### config.mk
export PLATFORM = sky130hd
export DESIGN_NAME = mult64_accumulate_stage
export DESIGN_NICKNAME = d
export VERILOG_FILES = /design/src/rtl/mult64_accumulate_stage.sv
export SDC_FILE = /design/constraint.sdc
export NUM_CORES = 1
export LEC_CHECK = 0
export CAP_MARGIN = 20
export CORE_ASPECT_RATIO = 0.5
export CORE_UTILIZATION = 25
export CTS_CLUSTER_SIZE = 16
export DETAILED_ROUTE_END_ITERATION = 8
export GPL_TIMING_DRIVEN = 0
export PLACE_DENSITY_LB_ADDON = 0.25
export SLEW_MARGIN = 10
export SYNTH_ARGS = -nofsm -noshare
export SYNTH_HDL_FRONTEND = slang
export SYNTH_SLANG_ARGS = --single-unit
### constraint.sdc
create_clock -name clk -period 5 [get_ports clk]
set_clock_uncertainty 0.15 [all_clocks]
set_input_delay 1 -clock clk [delete_from_list [all_inputs] [get_ports clk]]
set_output_delay 1 -clock clk [all_outputs]
set_load 0.005 [all_outputs]
### src/rtl/mult64_accumulate_stage.sv
`timescale 1ns/1ps
// mult64_accumulate_stage
// Accumulates the unsigned 64-bit products of the approximate multiplier into
// an ACC_W-bit saturating sum. A result closes on in_last or after MAX_TERMS
// terms, is then held on out_* until the consumer takes it, and the stage
// resumes accepting products on the cycle after the drain.
module mult64_accumulate_stage #(
    parameter int unsigned ACC_W     = 72,
    parameter int unsigned MAX_TERMS = 256,
    parameter int unsigned CNT_W     = 9
) (
    input  logic             clk,
    input  logic             rst_n,
    input  logic             clear,
    input  logic             in_valid,
    output logic             in_ready,
    input  logic [63:0]      in_product,
    input  logic             in_last,
    output logic             out_valid,
    input  logic             out_ready,
    output logic [ACC_W-1:0] out_sum,
    output logic [CNT_W-1:0] out_count,
    output logic             out_overflow
);

    typedef enum logic [0:0] {
        ACCUM = 1'b0,
        HOLD  = 1'b1
    } state_t;

    state_t             r_state;
    state_t             w_state_next;

    logic [ACC_W-1:0]   r_acc;
    logic [CNT_W-1:0]   r_count;
    logic               r_ovf;
    logic [ACC_W-1:0]   w_acc_next;
    logic [CNT_W-1:0]   w_count_next;
    logic               w_ovf_next;

    logic [ACC_W-1:0]   r_out_sum;
    logic [CNT_W-1:0]   r_out_count;
    logic               r_out_ovf;

    logic               w_accept;
    logic               w_close;
    logic               w_load_out;
    logic [ACC_W:0]     w_sum_wide;
    logic [ACC_W-1:0]   w_acc_sum;
    logic               w_ovf_sum;
    logic [CNT_W-1:0]   w_count_inc;

    // clear blocks acceptance in the same cycle so an aborted result never
    // swallows a product.
    assign in_ready  = (r_state == ACCUM) && !clear;
    assign out_valid = (r_state == HOLD);
    assign w_accept  = in_valid && in_ready;

    // One extra bit catches the carry out; a carry pins the sum at all-ones,
    // and an already saturated sum stays there because any nonzero add carries.
    assign w_sum_wide  = {1'b0, r_acc} + (ACC_W + 1)'(in_product);
    assign w_acc_sum   = w_sum_wide[ACC_W] ? '1 : w_sum_wide[ACC_W-1:0];
    assign w_ovf_sum   = r_ovf | w_sum_wide[ACC_W];
    assign w_count_inc = r_count + CNT_W'(1);
    assign w_close     = in_last || (w_count_inc == CNT_W'(MAX_TERMS));

    assign out_sum      = r_out_sum;
    assign out_count    = r_out_count;
    assign out_overflow = r_out_ovf;

    // Next-state and next-accumulator selection; clear overrides everything.
    always_comb begin
        w_state_next = r_state;
        w_acc_next   = r_acc;
        w_count_next = r_count;
        w_ovf_next   = r_ovf;
        w_load_out   = 1'b0;
        if (clear) begin
            w_state_next = ACCUM;
            w_acc_next   = '0;
            w_count_next = '0;
            w_ovf_next   = 1'b0;
        end else begin
            unique case (r_state)
                ACCUM: begin
                    if (w_accept) begin
                        w_acc_next   = w_acc_sum;
                        w_count_next = w_count_inc;
                        w_ovf_next   = w_ovf_sum;
                        if (w_close) begin
                            w_load_out   = 1'b1;
                            w_state_next = HOLD;
                        end
                    end
                end
                HOLD: begin
                    if (out_ready) begin
                        w_state_next = ACCUM;
                        w_acc_next   = '0;
                        w_count_next = '0;
                        w_ovf_next   = 1'b0;
                    end
                end
                default: begin
                    w_state_next = ACCUM;
                end
            endcase
        end
    end

    // State register.
    always_ff @(posedge clk or negedge rst_n) begin
        if (!rst_n) begin
            r_state <= ACCUM;
        end else begin
            r_state <= w_state_next;
        end
    end

    // Running accumulator, term count and sticky overflow.
    always_ff @(posedge clk or negedge rst_n) begin
        if (!rst_n) begin
            r_acc   <= '0;
            r_count <= '0;
            r_ovf   <= 1'b0;
        end else begin
            r_acc   <= w_acc_next;
            r_count <= w_count_next;
            r_ovf   <= w_ovf_next;
        end
    end

    // Result registers: loaded on the closing accept, held through HOLD.
    always_ff @(posedge clk or negedge rst_n) begin
        if (!rst_n) begin
            r_out_sum   <= '0;
            r_out_count <= '0;
            r_out_ovf   <= 1'b0;
        end else if (clear) begin
            r_out_sum   <= '0;
            r_out_count <= '0;
            r_out_ovf   <= 1'b0;
        end else if (w_load_out) begin
            r_out_sum   <= w_acc_sum;
            r_out_count <= w_count_inc;
            r_out_ovf   <= w_ovf_sum;
        end
    end

endmodule
==> Word level (Yosys, flattened, before mapping) <==
Cells that the tools add are included.
{ "classes": {"add_sub_neg": 2, "n_eq_ne": 3, "reduce_logical": 6, "muxes": 26, "n_bitwise": 2} }
{ "op_table": {"columns": ["operator", "n"], "rows": [
  ["two-way mux 72 bit", 6],
  ["case mux 72 bit (2 select lines)", 1],
  ["adder 72 x 64 -> 73 bit", 1],
  ["two-way mux 9 bit", 5],
  ["case mux 9 bit (2 select lines)", 1],
  ["two-way mux 1 bit", 11],
  ["adder 9 x 1 -> 9 bit, second input constant", 1],
  ["== test 9 bit, second input constant", 1],
  ["inequality test 3 bit, second input constant", 2],
  ["case mux 1 bit (2 select lines)", 2],
  ["logical AND 1 bit", 2],
  ["AND reduction 2 bit", 1],
  ["nonzero test 2 bit", 1],
  ["logical NOT 1 bit", 1],
  ["logical OR 1 bit", 1],
  ["inverter 1 bit", 1],
  ["OR 1 bit", 1]
]} }
{ "totals": {"wordCells": 46, "regBits": 165} }

==> Depth between registers and ports, before layout <==
{ "logic_depth": {"word_depth": 9, "mapped_depth": 14, "depth_no_buf": 12} }

==> Worst setup path after synthesis <==
No wires, ideal clock.
{ "synth_path": {"path_kind": "input to register", "from": "input port in_product[12]", "to": "register r_out_sum[59] (netlist: out_sum[59])", "path_buffers": 1, "setup_slack_ns": 1.171, "path_stages": 12, "arrival_ns": 3.552, "cell_sequence": "ha_1 buf_2 a21oi_1 o21ai_0 nor3b_1 o41ai_1 a21oi_1 a211oi_2 a31oi_1 a221o_1 mux2i_1 a221o_1"} }
{ "synth_between": {"elab_chain_cells": 4} }
{ "synth_rtl": {"columns": ["item", "line", "rtl"], "rows": [
  ["start: declaration", "17", "input logic [63:0] in_product,"],
  ["adder 72 x 64 -> 73 bit", "61", "assign w_sum_wide = {1'b0, r_acc} + (ACC_W + 1)'(in_product);"],
  ["two-way mux 72 bit", "62", "assign w_acc_sum = w_sum_wide[ACC_W] ? '1 : w_sum_wide[ACC_W-1:0];"],
  ["two-way mux 72 bit", "143", "end else if (w_load_out) begin"],
  ["two-way mux 72 bit", "139", "end else if (clear) begin"],
  ["end signal: assignment", "144", "r_out_sum <= w_acc_sum;"],
  ["end: declaration", "41", "logic [ACC_W-1:0] r_out_sum;"]
]} }
No other way between the ends. The select of a mux whose other input is x is not followed.
A chain may end at the register's enable or synchronous reset.

==> Worst setup path in the final report <==
{ "layout_path": {"from": "input port in_product[0]", "to": "register r_acc[62]"} }
{ "layout_between": {"elab_chain_cells": 5} }
{ "layout_rtl": {"columns": ["item", "line", "rtl"], "rows": [
  ["adder 72 x 64 -> 73 bit", "61", null],
  ["two-way mux 72 bit", "62", null],
  ["two-way mux 72 bit", "86", "if (w_accept) begin"],
  ["case mux 72 bit (2 select lines)", "84", "unique case (r_state)"],
  ["two-way mux 72 bit", "78", "if (clear) begin"],
  ["end signal: assignment", "127", "r_acc <= w_acc_next;"],
  ["end: declaration", "34", "logic [ACC_W-1:0] r_acc;"]
]} }
No other way between the ends. The select of a mux whose other input is x is not followed.

==> flow_summary.json <==
{
  "cts_setup_buffers": 0,
  "dp_slack_ns": -0.131,
  "power_frac_comb": 0.327,
  "ir_drop_mv": 0.295,
  "hold_viol": 0,
  "ctsHoldBuffers": 0,
  "vias_per_cell": 4.93,
  "power_switching_mw": 1.55,
  "synth.area.top_cells": "dfrtp_1 38%, ha_1 7.6%, o21ai_0 6.6%",
  "clk_path_buf_depth": 2,
  "globalplace.congestion": 0.901,
  "synth-adder-area-share": 0.0777,
  "end_kind": "flop",
  "grt_max_degree": 87,
  "syn_area_per_cell_um2": 8.51,
  "arrival_ns": 4.81,
  "hold_path_class": "reg -> reg",
  "synth_edf_count": 0,
  "die_area_um2": 43800,
  "async_reset_ff_frac": 1.00,
  "grt_pass1_vias": 9837,
  "finalMaxSlewViolations": 0,
  "drcViolationCount": 0,
  "insertion_delay_ns": 0.46,
  "synthCells": 1261,
  "grt.overflow.total": 0,
  "cp-start-kind": "input port",
  "wirelength_um": 37000,
  "drtPass1Iterations": 4,
  "synth_compound_area_frac": 0.250,
  "worstMarginPinSlew_ns": 0.914,
  "synth_top_family_by_area": "compound AO/OA/AOI/OAI gates",
  "rows": 53,
  "path_cells": "clkdlybuf4s50_1, ha_1, fa_1, a21o_1, a31oi_1, nor3_1, nor3_1, o2bb2ai_1, a21bo_2, a31oi_1, a41oi_1, xnor2_1, o21ai_0",
  "cts_max_level": 4,
  "grt_pass1_wl_um": 57100,
  "setup_viol": 0,
  "cts.reportedPaths.clkPinSlew_ns": 0.06,
  "dp_hpwl_um": 29000,
  "post-synth-top-count-cell": "dfrtp_1",
  "p_seq_frac": 0.345,
  "netlist_area_um2": 10700,
  "ys_top_cells_by_count": "165 x dfrtp_1, 152 x nand2_1, 141 x o21ai_0",
  "synth_cell_types": 64,
  "setup_slack_ns": 0.344,
  "yosysTopAreaCell": "dfrtp_1",
  "postLayoutCellArea_um2": 13700,
  "worstPathRequired_ns": 5.15,
  "cts_root_buf": "clkbuf_16",
  "path_class": "in -> reg",
  "cp_slowest_cell": "clkdlybuf4s50_1",
  "yosys_warnings": 0,
  "antenna_found_initial": 1,
  "p_int_mw": 2.93,
  "cpPeakStageDelay_ns": 0.43,
  "drive_gt1_frac": 0.0567,
  "clock_sinks": 165,
  "p_leak_nw": 5.90,
  "initial_core_util": 0.254,
  "status": "finished, final reports clean",
  "hold_slack_ns": 0.318,
  "synth_xor_area_frac": 0.0547,
  "synth_seq_cells": 165,
  "cts_tree": "done",
  "wl_per_cell_um": 18.3,
  "yosys.area_share.simple": 0.185,
  "die_h_um": 148,
  "place_area_um2": 13000,
  "pwr-share-clk": 0.328,
  "die_w_um": 295,
  "cts_made_buffers": 17,
  "synthMuxAreaShare": 0.00933,
  "cellPowerDensity_nw_per_um2": 328,
  "synth_top_cell_area_share": 0.385,
  "rsz0062_at_grt": "false",
  "areaGrowthSynthToFinish_pct": 27.3,
  "coreArea_um2": 42200,
  "crit_fanout": 4,
  "drtIter0Drc": 623,
  "postCtsResizedCells": 0,
  "portBuffers": 153,
  "finalCritPeriodShare": 0.931,
  "slew-limit-headroom": 0.389,
  "grt_usage": 0.171,
  "final_core_util": 0.324,
  "final_nets": 1570,
  "synth.yosys.seq_area_share": 0.385,
  "syn_nets": 1397,
  "postRouteAntennaNets": 0,
  "ys.flop_type": "dfrtp_1",
  "ios": 154,
  "total_power_mw": 4.48,
  "swShare": 0.345,
  "vias": 9969,
  "min_period_ns": 4.66,
  "fmax_ghz": 0.215,
  "drv.max_cap_violation_count": 0
}
path summary, 6_finish.rpt:
path / startpoint / to / slack [ns] / cells past startpoint
max: in_product[0] / r_acc[62]$_DFFE_PN0P_ / 0.34 / 13
min: out_sum[65]$_DFFE_PN0P_ / out_sum[65]$_DFFE_PN0P_ / 0.32 / 2
max in group asynchronous: rst_n / out_count[6]$_DFFE_PN0P_ / 3.42 / 2
min in group asynchronous: rst_n / out_sum[30]$_DFFE_PN0P_ / 0.38 / 1
max reg2reg: r_count[2]$_DFFE_PN0P_ / out_sum[35]$_DFFE_PN0P_ / 0.83 / 11
min reg2reg: out_sum[65]$_DFFE_PN0P_ / out_sum[65]$_DFFE_PN0P_ / 0.32 / 2
cell families (layout without fill, tap and decap cells):
group / after synthesis / in the layout
DFF: 165 / 165
buffers and inverters: 97 / 282
muxes: 10 / 10
AOI/OAI and AO/OA: 438 / 438
other: 0 / 1
and+or+nand+nor: 418 / 418
adders and majority gates: 66 / 66
xor gates and xnor gates: 67 / 67
flip-flops by register name, summed over array words and instances, names as in the netlist:
name and cells:
r_ovf 1, out_valid 1, r_acc 72, out_sum 72, out_count 9, r_count 9
out_overflow 1
power by group through the flow:
stage                     sequential (mW)  combinational [mW]  clock [mW]
after floorplan                      1.55               0.944           0
after global placement               1.57                1.46           0
after detailed placement             1.57                1.47           0
after CTS                            1.55                1.47        1.50
after global routing                 1.56                1.63        1.56
final                                1.54                1.46        1.47
final cells by class:
| type | instances | area (um2) |
|---|---|---|
| diodes | 1 | 2.50 |
| plain buffers | 79 | 349 |
| clock buffers | 21 | 470 |
| clock inverters | 10 | 170 |
| fillers | 4521 | 28500 |
| inverters | 18 | 67.6 |
| multi-input cells | 999 | 6190 |
| flip-flops and latches | 165 | 4130 |
| well taps | 577 | 722 |
| repair buffers | 154 | 1560 |
cell usage in the layout (no fill, tap or decap), types with 5 or more instances in the layout:
cell type	synthesis	layout
a21o_1	34	34
a21oi_1	112	111
a221o_1	11	11
a22o_1	11	11
a31o_2	6	6
a31oi_1	16	16
and2_1	5	5
and3_1	14	14
buf_2	9	9
buf_6	5	5
clkbuf_1	63	64
clkbuf_16	0	17
clkdlybuf4s50_1	0	152
dfrtp_1	165	165
ha_1	65	65
inv_1	18	18
mux2i_1	10	10
nand2_1	152	152
nand2b_1	5	5
nand3_1	75	75
nand4_1	19	19
nor2_1	90	90
nor2_4	11	11
nor2b_1	5	5
nor3_1	13	13
nor4_1	5	5
o21a_1	7	7
o21ai_0	141	141
o21ai_1	33	33
o21bai_1	17	17
o311ai_0	5	5
o31ai_1	7	7
or2_2	8	8
xnor2_1	45	45
xor2_1	22	22
per-layer routing:
layer / vias to the layer above / GRT usage / share of wire
li1: 4902 / - / -
met4: 0 / 0.0495 / 0.018
met2: 148 / 0.290 / 0.48
met1: 4885 / 0.225 / 0.47
met3: 34 / 0.0281 / 0.030
met5: - / 0 / 0
through the flow:
stage | std cells | setup TNS [ns]
floorplan | 1261 | 0
global placement | 1991 | -758.78
detailed placement | 1992 | -0.332
CTS | 2023 | 0
global route | 2024 | 0
finish | 2024 | 0
critical path: cells and delay by family:
family	cells	cell delay [ns]
compound gates	7	1.74
buf+inv	1	0.43
xor+xnor	1	0.38
simple gates	2	0.57
fa+ha+maj	2	0.68
(Power assumes the default switching activity.)
